--- src/rtl/b01_serial_sched.sv ---
// Round-robin scheduler feeding one bit-serial b01 line-compare datapath from NREQ requesters.
// Latency: grant to done pulse is 1 + WIDTH + LAT cycles; regrant at the earliest 3 + WIDTH + LAT cycles apart.
// Backpressure: requesters hold req (level) until their own done; req is only sampled while idle.
//
// Ports:
//   clock, nRESET_G         rising-edge clock, asynchronous active-low reset
//   req, a_data, b_data     per-requester request and operand words (slice i = requester i)
//   gnt, done               one-hot grant held over the transaction, one-cycle completion pulse
//   result, ovf             collected serial result and sticky overflow flag of the last transaction
//   dp_nrst, LINE1, LINE2   datapath synchronous clear and serial operand bits (LSB first)
//   OUTP_REG, OVERFLW_REG   datapath serial output and overflow flag
// Optional feature: define B01_SCHED_PERF_EN to add the txn_cnt[15:0] completed-transaction counter.
module b01_serial_sched #(
  parameter int WIDTH = 8,
  parameter int NREQ  = 2,
  parameter int LAT   = 1
) (
  input  logic                  clock,
  input  logic                  nRESET_G,
  input  logic [NREQ-1:0]       req,
  input  logic [NREQ*WIDTH-1:0] a_data,
  input  logic [NREQ*WIDTH-1:0] b_data,
  output logic [NREQ-1:0]       gnt,
  output logic                  done,
  output logic [WIDTH-1:0]      result,
  output logic                  ovf,
  output logic                  dp_nrst,
  output logic                  LINE1,
  output logic                  LINE2,
  input  logic                  OUTP_REG,
  input  logic                  OVERFLW_REG
`ifdef B01_SCHED_PERF_EN
  ,
  output logic [15:0]           txn_cnt
`endif
);

  localparam int PW = (NREQ > 1) ? $clog2(NREQ) : 1;
  // cnt_q runs 0..WIDTH+LAT-1 across SHIFT and DRAIN
  localparam int CW = $clog2(WIDTH + LAT + 1);
  localparam logic [CW-1:0] CAP_FIRST  = CW'(LAT);
  localparam logic [CW-1:0] SHIFT_LAST = CW'(WIDTH - 1);
  localparam logic [CW-1:0] DRAIN_LAST = CW'(WIDTH + LAT - 1);

  typedef enum logic [2:0] {
    S_IDLE,
    S_CLR,
    S_SHIFT,
    S_DRAIN,
    S_DONE
  } state_e;

  state_e            state_q;
  logic [PW-1:0]     ptr_q;
  logic [CW-1:0]     cnt_q;
  logic [WIDTH-1:0]  a_sh_q;
  logic [WIDTH-1:0]  b_sh_q;
  logic [NREQ-1:0]   gnt_q;
  logic              done_q;
  logic [WIDTH-1:0]  result_q;
  logic              ovf_q;
  logic              dp_nrst_q;
  logic              line1_q;
  logic              line2_q;

  logic [PW-1:0]     win_d;
  logic [NREQ-1:0]   gnt_d;

  // Cyclic search starting just after the pointer. Walking the offsets from
  // farthest to nearest lets the nearest set request overwrite the others.
  always_comb begin
    win_d = ptr_q;
    for (int i = NREQ; i >= 1; i--) begin
      if (req[(int'(ptr_q) + i) % NREQ]) begin
        win_d = PW'((int'(ptr_q) + i) % NREQ);
      end
    end
    gnt_d = NREQ'(1) << win_d;
  end

  always_ff @(posedge clock or negedge nRESET_G) begin
    if (!nRESET_G) begin
      state_q   <= S_IDLE;
      ptr_q     <= PW'(NREQ - 1);
      cnt_q     <= '0;
      a_sh_q    <= '0;
      b_sh_q    <= '0;
      gnt_q     <= '0;
      done_q    <= 1'b0;
      result_q  <= '0;
      ovf_q     <= 1'b0;
      dp_nrst_q <= 1'b0;
      line1_q   <= 1'b0;
      line2_q   <= 1'b0;
    end else begin
      done_q <= 1'b0;
      case (state_q)
        S_IDLE: begin
          dp_nrst_q <= 1'b1;
          line1_q   <= 1'b0;
          line2_q   <= 1'b0;
          if (|req) begin
            gnt_q     <= gnt_d;
            ptr_q     <= win_d;
            a_sh_q    <= a_data[int'(win_d)*WIDTH +: WIDTH];
            b_sh_q    <= b_data[int'(win_d)*WIDTH +: WIDTH];
            result_q  <= '0;
            ovf_q     <= 1'b0;
            dp_nrst_q <= 1'b0;  // CLR cycle holds the datapath in clear
            state_q   <= S_CLR;
          end
        end

        S_CLR: begin
          dp_nrst_q <= 1'b1;
          line1_q   <= a_sh_q[0];
          line2_q   <= b_sh_q[0];
          a_sh_q    <= a_sh_q >> 1;
          b_sh_q    <= b_sh_q >> 1;
          cnt_q     <= '0;
          state_q   <= S_SHIFT;
        end

        S_SHIFT, S_DRAIN: begin
          // The bit driven in shift cycle k comes back LAT cycles later;
          // shifting in at the MSB lands the first captured bit at bit 0.
          if (cnt_q >= CAP_FIRST) begin
            result_q <= {OUTP_REG, result_q[WIDTH-1:1]};
            ovf_q    <= ovf_q | OVERFLW_REG;
          end
          cnt_q <= cnt_q + 1'b1;
          if (state_q == S_SHIFT) begin
            if (cnt_q == SHIFT_LAST) begin
              line1_q <= 1'b0;
              line2_q <= 1'b0;
              state_q <= S_DRAIN;
            end else begin
              line1_q <= a_sh_q[0];
              line2_q <= b_sh_q[0];
              a_sh_q  <= a_sh_q >> 1;
              b_sh_q  <= b_sh_q >> 1;
            end
          end else if (cnt_q == DRAIN_LAST) begin
            done_q  <= 1'b1;
            state_q <= S_DONE;
          end
        end

        S_DONE: begin
          gnt_q   <= '0;
          state_q <= S_IDLE;
        end

        default: begin
          state_q <= S_IDLE;
        end
      endcase
    end
  end

  assign gnt     = gnt_q;
  assign done    = done_q;
  assign result  = result_q;
  assign ovf     = ovf_q;
  assign dp_nrst = dp_nrst_q;
  assign LINE1   = line1_q;
  assign LINE2   = line2_q;

`ifdef B01_SCHED_PERF_EN
  logic [15:0] txn_cnt_q;

  // Counts at the edge closing each done pulse; wraps naturally at 16 bits.
  always_ff @(posedge clock or negedge nRESET_G) begin
    if (!nRESET_G) begin
      txn_cnt_q <= '0;
    end else if (done_q) begin
      txn_cnt_q <= txn_cnt_q + 16'd1;
    end
  end

  assign txn_cnt = txn_cnt_q;
`endif

endmodule

--- config.mk ---
export PLATFORM = sky130hd
export DESIGN_NAME = b01_serial_sched
export DESIGN_NICKNAME = d
export VERILOG_FILES = /design/src/rtl/b01_serial_sched.sv
export SDC_FILE = /design/constraint.sdc
export NUM_CORES = 1
export LEC_CHECK = 0
export CAP_MARGIN = 20
export CORE_ASPECT_RATIO = 1.5
export CORE_UTILIZATION = 40
export DETAILED_ROUTE_END_ITERATION = 8
export PLACE_DENSITY = 0.67
export SETUP_SLACK_MARGIN = 0.3
export SYNTH_ARGS = -nofsm -noshare
export SYNTH_HDL_FRONTEND = slang
export SYNTH_SLANG_ARGS = --single-unit
--- constraint.sdc ---
create_clock -name clock -period 3.5 [get_ports clock]
set_input_delay 0.7 -clock clock [delete_from_list [all_inputs] [get_ports clock]]
set_output_delay 0.7 -clock clock [all_outputs]
set_load 0.01 [all_outputs]
# Yosys cells after proc, flatten, opt, wreduce, memory -nomap -nowiden
# Index checks and enable logic that the tools add are counted.
dict set report totals {
  ff_bits 39
  output_inout_bits 15
}
dict set report classes {
  bitwise_logic 3
  n_addsub 3
  magnitude_cmp 3
  eq_ne 12
  shifts 3
  n_reduce_logical 14
  n_mux 41
}
# op n
set op_table {}
lappend op_table {{8-bit two-way mux} 8}
lappend op_table {{8-bit case mux with 3 select lines} 2}
lappend op_table {{16-bit by 5-bit variable part select with 8-bit output} 2}
lappend op_table {{1-bit two-way mux} 18}
lappend op_table {{8-bit case mux with 2 select lines} 1}
lappend op_table {{3-bit two-way mux} 4}
lappend op_table {{3-bit case mux with 3 select lines} 1}
lappend op_table {{2-bit != test (second input constant)} 4}
lappend op_table {{4-bit case mux with 2 select lines} 1}
lappend op_table {{2-bit nonzero test} 4}
lappend op_table {{3-bit by 2-bit == test with 1-bit output (second input constant)} 2}
lappend op_table {{2-bit by 3-bit < comparator with 1-bit output (second input constant)} 2}
lappend op_table {{3-bit != test (second input constant)} 2}
lappend op_table {{1-bit case mux with 3 select lines} 2}
lappend op_table {{2-bit AND reduction} 3}
lappend op_table {{3-bit AND reduction} 2}
lappend op_table {{4-bit by 1-bit adder with 4-bit output (second input constant)} 1}
lappend op_table {{4-bit by 3-bit == test with 1-bit output (second input constant)} 1}
lappend op_table {{4-bit == test (second input constant)} 1}
lappend op_table {{4-bit by 1-bit greater-or-equal comparator with 1-bit output (second input constant)} 1}
lappend op_table {{1-bit case mux with 2 select lines} 2}
lappend op_table {{2-bit case mux with 2 select lines} 1}
lappend op_table {{4-bit AND reduction} 1}
lappend op_table {{2-bit OR reduction} 2}
lappend op_table {{9 further kinds} 11}

# Depth between registers and ports, before layout
dict set report logic_depth {
  ltp_word 10
  ltp_mapped 8
  ltp_nobuf 6
}

# Worst setup path before layout
# No wires, ideal clock.
dict set report synth_timing {
  kind {input to register}
  from {input req[0]}
  to {register b_sh_q[0]}
  setup_time_ps 96
  path_stages 5
  slack_ps 1800
  t_arrival_ps 1605
  path_cell_list {or4_1 -> nand4b_1 -> buf_4 -> nand2_1 -> o31ai_1}
}
dict set report synth_between {
  elab_chain_len 8
  elab_cells_between_ends 14
  classes_between {eq/ne (1); shift (1); mux (10); reduce/logical (2)}
}
# element line_no
set synth_lines {}
lappend synth_lines {{start, declared} 20} ;# input logic [NREQ-1:0] req,
lappend synth_lines {{1-bit two-way mux (implied by the code) (3 in a row)} 74} ;# if (req[(int'(ptr_q) + i) % NREQ]) begin
lappend synth_lines {{1-bit two-way mux (2 in a row)} 74}
lappend synth_lines {{16-bit by 5-bit variable part select with 8-bit output} 106} ;# b_sh_q <= b_data[int'(win_d)*WIDTH +: WIDTH];
lappend synth_lines {{8-bit two-way mux} 102} ;# if (|req) begin
lappend synth_lines {{8-bit case mux with 3 select lines} 97} ;# case (state_q)
lappend synth_lines {{end signal, assigned} 106}
lappend synth_lines {{end signal, assigned} 119} ;# b_sh_q <= b_sh_q >> 1;
lappend synth_lines {{end signal, assigned} 141} ;# b_sh_q <= b_sh_q >> 1;
lappend synth_lines {{end, declared} 57} ;# logic [WIDTH-1:0] b_sh_q;
# Parallel ways exist; a longest one is shown, timed or not. The select of a mux whose other input is x is not followed.
# A chain may end at the register's enable or synchronous reset.

# Final worst setup path
# Ends and elaborated chain as after synthesis.

==> summary.md <==
| Metric | Value |
|---|---|
| Clock Tree Buf Depth | 2 |
| Area of the die | 5500 um2 |
| Post-CTS Setup Bufs | 0 |
| Most frequent cells in the layout | clkdlybuf4s50_1 (51), dfrtp_1 (38), nor2_1 (24) |
| Num rows | 31 |
| Post_cts resized | 0 |
| Commonest non-fill, non-tap cell in the layout | clkdlybuf4s50_1 |
| Pre-CTS setup slack | 0.7783 ns |
| Core area | 4926 um2 |
| TritonCTS Buffers | 5 |
| Critical Path Slowest Stage Cell | clkdlybuf4s50_1 |
| #FFs+latches synth | 39 |
| Crit-path max cell delay | ~0.55 ns |
| Slew @ Worst Pin | approximately 0.85 ns |
| Hold Crit Class | flop to flop |
| Synth Flop Type | dfrtp_1 |
| Drt pass-1 iters | 4 |
| Largest net degree at the start of global routing | 40 |
| Pins Over Slew Limit | 0 |
| Syn nets | ~260 |
| Synth top area share | 45.70% |
| WS Path Type | input port to flop |
| Clock-pin slew of the registers on the worst-case setup and hold paths | ~0.07 ns |
| Distinct cells, synth | 38 |
| Number of global-route vias before repair | 1645 |
| Hold-fix buffers, CTS | 0 |
| Final Skew | approximately 0.0074 ns |
| Shortest period the worst path allows | about 2.4 ns |
| Fmax | roughly 420 MHz |
| Hpwl dp | roughly 3100 um |
| Synthesized instance count | about 220 |
| Worst Path Buf+Inv | 1 |
| Sum Neg Setup Slack | 0 ns |
| Sequential fraction of the synthesis area | about 47% |
| Max-Cap Viols | 0 |
| Worst setup SP type | input port |
| # setup viols final | 0 |
| Worst vdd ir | roughly 0.00027 V |
| Post-synth top area cell | dfrtp_1 |
| Post-synth EDFFs | 0 |
| PwrDens | roughly 800 nW/um2 |
| Max_slew headroom | between 40% and 50% |
| Residual DRC count | 0 |
| Diodes inserted | 0 |
| Avg Synthesized Cell Area | ~9.4 um2 |
| # IOs | 53 |
| CP arrival | ~2.6 ns |
| TritonCTS Sinks | 39 |
| Post-layout util | 53.95% |
| Final worst path period share | about 70% |
| RD Place Congestion | approximately 0.77 |
| Crit end category | flop |
| Layout cells sized above 1 | under 10% |
| Static Leak | between 1 and 1.5 nW |
| Status | completed |
| Final worst slack | roughly 1.1 ns |
| Final Hold Slack | 0.4796 ns |
| Final hold violation count | 0 |
| Wire length per cell | about 13 um |
| Met3 Resource Use GR | 3.582% |
| Tot GR Track Use | approximately 17% |
| Nets | roughly 310 |
| Grt total ovfl | 0 |
| Ys Warns | 0 |
| CTS tree | built |
| Global-route wire length before repair | between 7000 and 8000 um |
| Cell area after synthesis | around 2100 um2 |
| GR peak layer | met2 |
| Antenna violations before repair | 0 |
| H-Tree Depth | 2 |
| Fill cells | about 490 |
| Clock tree root buffer cell | clkbuf_8 |
| Via density | 5.323 |
| CP Max Fanout | 16 |
| Area grow syn2layout | 27.72% |
| Die width | approximately 60 um |
| DR vias | 1762 |
| Largest cells by area after synthesis | dfrtp_1 (46%), o31ai_1 (5.8%), a211oi_1 (5.1%) |
| Initial Util | 42.24% |
| Antenna Nets Post-Route | 0 |
| Die Height | ~90 um |
| Initial DRC count | 46 |
| CP required | roughly 3.7 ns |
| Drt total wl | ~4200 um |
| Met1 usage | approximately a fifth |
| Skew-Pair Late Insertion Delay | approximately 0.29 ns |
| Worst path top cell family by delay | simple AND/OR/NAND/NOR gates |
| CP cell instances | clkdlybuf4s50_1 -> nand2b_1 -> nand2_1 -> a211oi_1 -> o31ai_1 |
| Async SR Flop Fraction | 100.0% |
| RSZ-0062 raised after global routing | no |
| # port buffers | 52 |
| Grt met2 use | roughly 29% |
## registers in the layout, indices dropped and copies added (netlist names)
register  flops
gnt           2
ptr_q         1
dp_nrst       1
result        8
done          1
ovf           1
LINE1         1
b_sh_q        8
LINE2         1
state_q       3
cnt_q         4
a_sh_q        8
## where the power goes
group | leakage [nW] | internal [mW] | total (mW) | switching [mW]
registers | 0.487 | 0.631 | 0.782 | 0.151
logic | 0.587 | 0.447 | 1.01 | 0.560
clock network | 0.0422 | 0.140 | 0.291 | 0.151
## cells in the mapped netlist (3+ instances only)
library cell	instances
nor2_1	24
a32oi_1	3
mux2i_1	3
dfrtp_1	38
nand2b_1	3
o21ai_0	11
nand2_1	21
clkbuf_1	4
inv_1	12
ha_1	3
buf_6	3
buf_4	4
nor3_1	4
a211oi_1	14
nand3_1	9
o31ai_1	16
buf_2	4
and3_1	14
a21oi_1	6
## cell type report
class                   instances  area [um2]  area share (%)
clock inverters                 1       5.005          0.1883
inverters                      12       45.04           1.695
repair buffers                 53       523.0           19.68
flip-flops and latches         39       977.2           36.77
well taps                      66       82.58           3.107
multi-input cells             153       948.4           35.69
clock buffers                   7       76.32           2.872
## through the flow
stage | instance area [um2] | std cells | total power [mW]
6_report | 2658 | 331 | 2.079
3_3_place_gp | 2576 | 323 | 1.790
2_1_floorplan | 2081 | 221 | 1.564
3_5_place_dp | 2576 | 323 | 1.813
4_1_cts | 2658 | 331 | 2.108
5_1_grt | 2658 | 331 | 2.269
## path summary, 6_finish.rpt
path | startpoint | end | slack, ns | depth (start not counted)
max in group asynchronous | nRESET_G | state_q[0]$_DFFE_PN0P_ | 2.46 | 1
max | req[0] | b_sh_q[0]$_DFFE_PN0P_ | 1.10 | 5
min | a_sh_q[3]$_DFFE_PN0P_ | a_sh_q[3]$_DFFE_PN0P_ | 0.48 | 2
min reg2reg | a_sh_q[3]$_DFFE_PN0P_ | a_sh_q[3]$_DFFE_PN0P_ | 0.48 | 2
max reg2reg | ptr_q$_DFFE_PN1P_ | b_sh_q[0]$_DFFE_PN0P_ | 1.48 | 4
min in group asynchronous | nRESET_G | done$_DFF_PN0_ | 0.52 | 1
## worst min-delay path: cells and delay by family (launching register included)
kind	cells	cell delay, ns
compound gates	1	0.05
flops	1	0.35
simple gates	1	0.05
## kinds of logic after synthesis
logic type / synth area share, %
muxes: 1.443
AOI/OAI and AO/OA: 21.65
adders and majority gates: 1.804
buffers and inverters: 7.456
and+or+nand+nor: 20.69
DFF: 46.96
## layer usage
metal / routed length, um / up-vias
met2: 2104 / 55
met4: 91 / 0
li1: - / 884
met1: 1793 / 818
met3: 179 / 5
met5: 0 / -
Note: power is estimated with default switching activity, not from simulation.
